<file path="config.mk">
export PLATFORM = sky130hd
export DESIGN_NAME = csr_access_ctrl
export DESIGN_NICKNAME = d
export VERILOG_FILES = /design/src/rtl/csr_access_ctrl.sv
export SDC_FILE = /design/constraint.sdc
export NUM_CORES = 1
export LEC_CHECK = 0
export CAP_MARGIN = 20
export CORE_AREA = 2 2 148 150
export CTS_BUF_LIST = sky130_fd_sc_hd__clkbuf_16
export DETAILED_ROUTE_END_ITERATION = 10
export DIE_AREA = 0 0 150 152
export PLACE_DENSITY_LB_ADDON = 0.08
export SLEW_MARGIN = 15
export SYNTH_ARGS = -nofsm -noshare
export SYNTH_HDL_FRONTEND = slang
export SYNTH_SLANG_ARGS = --single-unit
</file>
<file path="constraint.sdc">
create_clock -name CLK -period 4 [get_ports CLK]
set_input_delay 0.6 -clock CLK [delete_from_list [all_inputs] [get_ports CLK]]
set_output_delay 0.6 -clock CLK [all_outputs]
set_load 0.01 [all_outputs]
</file>
<file path="src/rtl/csr_access_ctrl.sv">
// ---------------------------------------------------------------------------
// csr_access_ctrl
//
// Sequences Zicsr accesses (CSRRW/CSRRS/CSRRC and their immediate forms) from
// the execute stage into the machine-mode CSR bank. Each access is taken in
// IDLE, decoded for a full cycle, optionally written for one cycle, and then
// answered over a valid/ready response channel.
//
// Ports
//   CLK, RST      : clock; synchronous active-high reset
//   req_valid     : request strobe from execute
//   req_ready     : high only in IDLE; request accepted on valid & ready
//   req_op        : 01=RW, 10=RS, 11=RC, 00=reserved (illegal)
//   req_addr      : 12-bit CSR address
//   req_wdata     : rs1 value or zero-extended uimm
//   req_src_zero  : rs1==x0 / uimm==0 (RS/RC then become pure reads)
//   req_priv      : current privilege (11=M, 01=S, 00=U)
//   csr_rdata     : flattened bank outputs, slice 0 = misa ... slice 7 = mip
//   csr_en        : one-hot write enable, same slice order, WRITE cycle only
//   csr_d         : write data to the selected register, 0 outside WRITE
//   resp_valid    : response valid (RESP state)
//   resp_ready    : response consumed
//   resp_rdata    : CSR value seen in DECODE (0 when illegal)
//   resp_illegal  : illegal-instruction flag
// ---------------------------------------------------------------------------
module csr_access_ctrl #(
  parameter int unsigned     XLEN          = 32,
  parameter logic [XLEN-1:0] WMASK_MSTATUS = 'h0000_1888,
  parameter logic [XLEN-1:0] WMASK_MIE     = 'h0000_0888,
  parameter logic [XLEN-1:0] WMASK_MIP     = 'h0000_0000,
  parameter logic [XLEN-1:0] WMASK_MISA    = 'h0000_0000
) (
  input  logic              CLK,
  input  logic              RST,
  input  logic              req_valid,
  output logic              req_ready,
  input  logic [1:0]        req_op,
  input  logic [11:0]       req_addr,
  input  logic [XLEN-1:0]   req_wdata,
  input  logic              req_src_zero,
  input  logic [1:0]        req_priv,
  input  logic [8*XLEN-1:0] csr_rdata,
  output logic [7:0]        csr_en,
  output logic [XLEN-1:0]   csr_d,
  output logic              resp_valid,
  input  logic              resp_ready,
  output logic [XLEN-1:0]   resp_rdata,
  output logic              resp_illegal
);

  localparam int unsigned N_CSR = 8;

  localparam logic [1:0] OP_RSV = 2'b00;
  localparam logic [1:0] OP_RW  = 2'b01;
  localparam logic [1:0] OP_RS  = 2'b10;
  localparam logic [1:0] OP_RC  = 2'b11;

  // Bank slice indices (order of csr_rdata / csr_en)
  localparam logic [2:0] IDX_MISA      = 3'd0;
  localparam logic [2:0] IDX_MVENDORID = 3'd1;
  localparam logic [2:0] IDX_MARCHID   = 3'd2;
  localparam logic [2:0] IDX_MIMPID    = 3'd3;
  localparam logic [2:0] IDX_MHARTID   = 3'd4;
  localparam logic [2:0] IDX_MSTATUS   = 3'd5;
  localparam logic [2:0] IDX_MIE       = 3'd6;
  localparam logic [2:0] IDX_MIP       = 3'd7;

  typedef enum logic [1:0] {
    ST_IDLE   = 2'd0,
    ST_DECODE = 2'd1,
    ST_WRITE  = 2'd2,
    ST_RESP   = 2'd3
  } state_t;

  state_t r_state;
  state_t w_state_next;

  // Captured request
  logic [1:0]      r_op;
  logic [11:0]     r_addr;
  logic [XLEN-1:0] r_wdata;
  logic            r_src_zero;
  logic [1:0]      r_priv;

  // Values carried from DECODE into WRITE/RESP
  logic [XLEN-1:0] r_old;
  logic [2:0]      r_sel;
  logic [XLEN-1:0] r_resp_rdata;
  logic            r_resp_illegal;

  // Decode results
  logic [XLEN-1:0] w_csr_arr [N_CSR];
  logic            w_hit;
  logic [2:0]      w_sel;
  logic            w_write_intent;
  logic            w_illegal;
  logic [XLEN-1:0] w_old;
  logic [XLEN-1:0] w_wmask;
  logic [XLEN-1:0] w_new;

  // Unpack the flattened bank so the selected slice is a simple array index.
  genvar gi;
  generate
    for (gi = 0; gi < N_CSR; gi++) begin : g_unpack
      assign w_csr_arr[gi] = csr_rdata[gi*XLEN +: XLEN];
    end
  endgenerate

  // Address map
  always_comb begin
    w_hit = 1'b1;
    w_sel = IDX_MISA;
    case (r_addr)
      12'h301: w_sel = IDX_MISA;
      12'hF11: w_sel = IDX_MVENDORID;
      12'hF12: w_sel = IDX_MARCHID;
      12'hF13: w_sel = IDX_MIMPID;
      12'hF14: w_sel = IDX_MHARTID;
      12'h300: w_sel = IDX_MSTATUS;
      12'h304: w_sel = IDX_MIE;
      12'h344: w_sel = IDX_MIP;
      default: w_hit = 1'b0;
    endcase
  end

  // RS/RC with a zero source never write; RW always writes, even with x0.
  assign w_write_intent = (r_op == OP_RW) || !r_src_zero;

  // addr[9:8] encodes the lowest privilege allowed to touch the CSR and
  // addr[11:10]==11 marks the read-only space.
  assign w_illegal = (r_op == OP_RSV)
                  || !w_hit
                  || (r_priv < r_addr[9:8])
                  || (w_write_intent && (r_addr[11:10] == 2'b11));

  assign w_old = w_csr_arr[w_sel];

  // WARL masks for the register selected in DECODE. The ID registers are
  // read-only and never reach WRITE, so they carry an all-zero mask.
  always_comb begin
    w_wmask = '0;
    case (r_sel)
      IDX_MISA:    w_wmask = WMASK_MISA;
      IDX_MSTATUS: w_wmask = WMASK_MSTATUS;
      IDX_MIE:     w_wmask = WMASK_MIE;
      IDX_MIP:     w_wmask = WMASK_MIP;
      default:     w_wmask = '0;
    endcase
  end

  // Unmasked new value; the reserved op never reaches WRITE.
  always_comb begin
    w_new = r_old;
    case (r_op)
      OP_RW:   w_new = r_wdata;
      OP_RS:   w_new = r_old | r_wdata;
      OP_RC:   w_new = r_old & ~r_wdata;
      default: w_new = r_old;
    endcase
  end

  // State register and datapath registers
  always_ff @(posedge CLK) begin
    if (RST) begin
      r_state        <= ST_IDLE;
      r_op           <= OP_RSV;
      r_addr         <= '0;
      r_wdata        <= '0;
      r_src_zero     <= 1'b0;
      r_priv         <= 2'b00;
      r_old          <= '0;
      r_sel          <= '0;
      r_resp_rdata   <= '0;
      r_resp_illegal <= 1'b0;
    end else begin
      r_state <= w_state_next;
      case (r_state)
        ST_IDLE: begin
          if (req_valid) begin
            r_op       <= req_op;
            r_addr     <= req_addr;
            r_wdata    <= req_wdata;
            r_src_zero <= req_src_zero;
            r_priv     <= req_priv;
          end
        end
        ST_DECODE: begin
          // The response always reports the pre-write value.
          r_old <= w_old;
          r_sel <= w_sel;
          if (w_illegal) begin
            r_resp_rdata   <= '0;
            r_resp_illegal <= 1'b1;
          end else begin
            r_resp_rdata   <= w_old;
            r_resp_illegal <= 1'b0;
          end
        end
        ST_RESP: begin
          // Return the response outputs to zero once consumed.
          if (resp_ready) begin
            r_resp_rdata   <= '0;
            r_resp_illegal <= 1'b0;
          end
        end
        default: ;
      endcase
    end
  end

  // Next state
  always_comb begin
    w_state_next = r_state;
    case (r_state)
      ST_IDLE: begin
        if (req_valid) w_state_next = ST_DECODE;
      end
      ST_DECODE: begin
        if (!w_illegal && w_write_intent) w_state_next = ST_WRITE;
        else                              w_state_next = ST_RESP;
      end
      ST_WRITE: begin
        w_state_next = ST_RESP;
      end
      ST_RESP: begin
        if (resp_ready) w_state_next = ST_IDLE;
      end
      default: w_state_next = ST_IDLE;
    endcase
  end

  // Outputs
  always_comb begin
    req_ready    = (r_state == ST_IDLE);
    resp_valid   = (r_state == ST_RESP);
    resp_rdata   = r_resp_rdata;
    resp_illegal = r_resp_illegal;
    csr_en       = '0;
    csr_d        = '0;
    if (r_state == ST_WRITE) begin
      csr_en[r_sel] = 1'b1;
      csr_d         = (r_old & ~w_wmask) | (w_new & w_wmask);
    end
  end

endmodule

</file>
==> flow_metrics.env <==
export IMPL_p_switching_uw=1070
export IMPL_path_buf_inv=1
export IMPL_status="finished, final reports clean"
export IMPL_finalMaxSlewViolations=0
export IMPL_synth_nets=1136
export IMPL_ys_seq_area_share_pct=25.2
export IMPL_arrival_ns=2.70
export IMPL_combPwrFrac_pct=36.2
export IMPL_r2r_start="r_addr[1]"
export IMPL_numCtsBuffers=9
export IMPL_hold_path_class="reg -> reg"
export IMPL_whs_endpoint="r_priv[0]"
export IMPL_crit_family="compound AO/OA/AOI/OAI gates"
export IMPL_dieArea_sq_um=22800
export IMPL_drv_cap=0
export IMPL_endpoint_kind="output pin"
export IMPL_grt_max_degree=79
export IMPL_cts_tree="done"
export IMPL_syn_area_sq_um=7220
export IMPL_cp_num_cells=7
export IMPL_dieWidth_um=150
export IMPL_clk_path_buf_depth=2
export IMPL_r2r_end="r_old[30]"
export IMPL_drive_above_1_share_pct=14.9
export IMPL_syn_to_final_growth_pct=56.2
export IMPL_synth_edff_count=0
export IMPL_p_sw_share_pct=34.2
export IMPL_postCtsHoldBufs=0
export IMPL_pre_cts_slack_ns=1.08
export IMPL_rsz0062_at_grt="no"
export IMPL_totalWireLength_um=30400
export IMPL_route_vias_total=7966
export IMPL_max_freq_ghz=0.303
export IMPL_reg2reg_setup_slack_ns=1.27
export IMPL_postRouteAntennaNets=0
export IMPL_tightest_slew_ns=1.09
export IMPL_clockPowerShare_pct=27.9
export IMPL_cellLeakagePower_uw=0.00431
export IMPL_initialDrtViolationCount=455
export IMPL_sequentialPowerShare_pct=36.0
export IMPL_ir_worst_vdd_mv=0.211
export IMPL_ios=384
export IMPL_portBuffers=355
export IMPL_rows=54
export IMPL_grtUsageTotal_pct=25.9
export IMPL_hold_viol=0
export IMPL_start_kind="flip-flop"
export IMPL_syn_inst=822
export IMPL_cts_resized=0
export IMPL_cp_slowest_cell="a21boi_0"
export IMPL_grt_pass1_wl_um=46000
export IMPL_multi_input_area_sq_um=5080
export IMPL_antenna_found_initial=5
export IMPL_hpwl_um=21400
export IMPL_core_area_sq_um=21400
export IMPL_yosys_most_used_dff="dfxtp_1"
export IMPL_routedWlPerCell_um=21.4
export IMPL_critPathMaxFanout=7
export IMPL_worstSkewPairLatency_ns=0.35
export IMPL_setup_ws_ns=0.703
export IMPL_yosysWarnings=0
export IMPL_worstPathCellList="nand2b_1, a21boi_0, nor2b_1, a22oi_1, o21ai_0, and2_1, clkdlybuf4s50_1"
export IMPL_first_pass_iters=8
export IMPL_setup_viol=0
export IMPL_start_util_pct=33.8
export IMPL_cts_sinks=91
export IMPL_cts_root_buffer="clkbuf_16"
export IMPL_synth_async_reset_ratio_pct=0
export IMPL_synth_cell_types=54
export IMPL_relSlewSlack_pct=26.9
export IMPL_internal_power_uw=2060
export IMPL_period_needed_ns=3.30
export IMPL_grt_pass1_vias=7998
export IMPL_synth_avg_cell_area_sq_um=8.78
export IMPL_fp_dieH_um=152
export IMPL_required_ns=3.40
export IMPL_fill_cells=2088
export IMPL_min_period_over_period_pct=82.4
export IMPL_final_nets=1448
export IMPL_fin_skew_ns=0.00951
export IMPL_power_density_nw_per_um2=278
export IMPL_path_class="reg -> out"
export IMPL_min_path_cells=2
export IMPL_worstHoldStart="r_priv[0]"
export IMPL_viasPerCell=5.61
export IMPL_drc=0
export IMPL_grt_overflow_total=0
export IMPL_critPathMaxStageDelay_ns=0.59
export IMPL_gp_congestion=0.819
export IMPL_clk_pin_slew_ns=0.07
export IMPL_post_cts_setup_buffers=0
export IMPL_reg2regPathDepth=7
export IMPL_fin_total_pwr_uw=3130
export IMPL_ys_ff_latch=91
export IMPL_htreeDepth=3
export IMPL_finalSetupTns_ns=0
export IMPL_ff_latch_area_sq_um=1820
-- layout make-up --
cell class	instances	share of cell area (%)
flip-flops and latches	91	16.2
inverters	5	0.166
well taps	280	3.11
clock buffers	9	2.00
multi-input cells	654	45.0
repair buffers	373	32.9
clock inverters	7	0.588
diodes	2	0.0444
-- cell usage in the layout, fill, tap and decap left out, drive strengths merged, types with 5 or more instances in the layout --
cell	n
a31oi	5
a32o	32
a22oi	37
ha	5
nor3	8
and2	34
nor2	23
o21ai	8
nand2b	8
dfxtp	91
clkbuf	9
mux4	10
nand3	5
nor2b	6
a21oi	27
nand2	170
a32oi	41
clkdlybuf4s50	355
mux2i	55
a222oi	22
inv	11
mux2	98
o22a	21
o211ai	13
buf	18
-- cells in the mapped netlist, drive strengths merged (2+ instances only) --
master / count / area (sq um)
clkbuf: 34 / 128
nand2: 170 / 638
nor2b: 6 / 37.5
nor4: 2 / 18.8
a222oi: 22 / 220
dfxtp: 91 / 1820
a21oi: 27 / 139
and4b: 2 / 27.5
mux2: 98 / 1100
or2: 2 / 12.5
nor2: 23 / 93.8
o211ai: 13 / 148
mux2i: 55 / 551
ha: 5 / 62.6
a32oi: 41 / 359
and2: 34 / 213
o22a: 21 / 184
nor3b: 2 / 15.0
a2111oi: 2 / 17.5
buf: 38 / 239
a31oi: 5 / 31.3
a32o: 32 / 320
mux4: 10 / 225
a22oi: 37 / 278
nand3: 5 / 25.0
o21ai: 8 / 40.0
inv: 5 / 18.8
nor3: 8 / 55.1
nand2b: 8 / 50.1
-- kinds of logic (layout without fill, tap and decap cells) --
family          count (synthesis)  count (layout)  share of synthesized area [%]
fa+ha+maj                       5               5                          0.867
simple gates                  271             271                           17.7
other cells                     0               2                              0
mux                           163             163                           26.0
flops                          91              91                           25.2
buf+inv                        77             394                           5.34
compound gates                214             214                           24.7
xor+xnor                        1               1                          0.121
-- power by group through the flow --
stage,combinational (uW),sequential [uW],clock (uW)
final,1130,1130,874
after global routing,1240,1140,933
after CTS,1140,1130,900
after detailed placement,1130,1150,0
after global placement,1120,1140,0
after floorplan,585,1110,0
-- metrics by stage --
| step | utilization, % | instance area, sq um | hold slack (ns) | cells |
|---|---|---|---|---|
| floorplan | - | 7220 | 0.431 | 822 |
| global placement | 51.4 | 11000 | 0.439 | 1403 |
| detailed placement | 51.4 | 11000 | 0.446 | 1403 |
| CTS | 52.8 | 11300 | 0.459 | 1419 |
| global route | 52.8 | 11300 | 0.469 | 1420 |
| finish | 52.8 | 11300 | 0.459 | 1421 |
-- worst register-to-register path: stages (launching register included) --
cell	delay, ns
dfxtp_1	0.37
nor3_2	0.35
and4b_4	0.32
or2_2	0.58
buf_4	0.41
nor3b_1	0.10
a2111oi_0	0.32
a32o_1	0.21
-- per-layer routing --
| layer | vias up | GRT usage [%] | routed length, um |
|---|---|---|---|
| met5 | - | 0 | 50 |
| met4 | 6 | 9.52 | 990 |
| met3 | 59 | 5.92 | 2600 |
| met2 | 329 | 43.2 | 14100 |
| met1 | 3781 | 32.5 | 12600 |
| li1 | 3791 | - | - |
-- sequential cells by signal, summed over array words and instances (netlist names) --
| register | count |
|---|---|
| resp_rdata | 32 |
| r_state | 2 |
| r_sel | 3 |
| r_op | 2 |
| r_old | 32 |
| resp_illegal | 1 |
| r_addr | 12 |
| r_wdata | 4 |
| r_src_zero | 1 |
| r_priv | 2 |
-- worst max-delay path by stage --
stage	startpoint	endpoint	slack [ns]
after floorplan	r_sel[0]	csr_d[11]	1.90
after global placement	RST	resp_rdata[1]	1.15
after detailed placement	r_sel[0]	csr_d[3]	1.08
after CTS	r_sel[0]	csr_d[7]	0.68
after global routing	r_sel[0]	csr_d[3]	0.45
final	r_sel[0]	csr_d[7]	0.70
(Power assumes the default switching activity.)
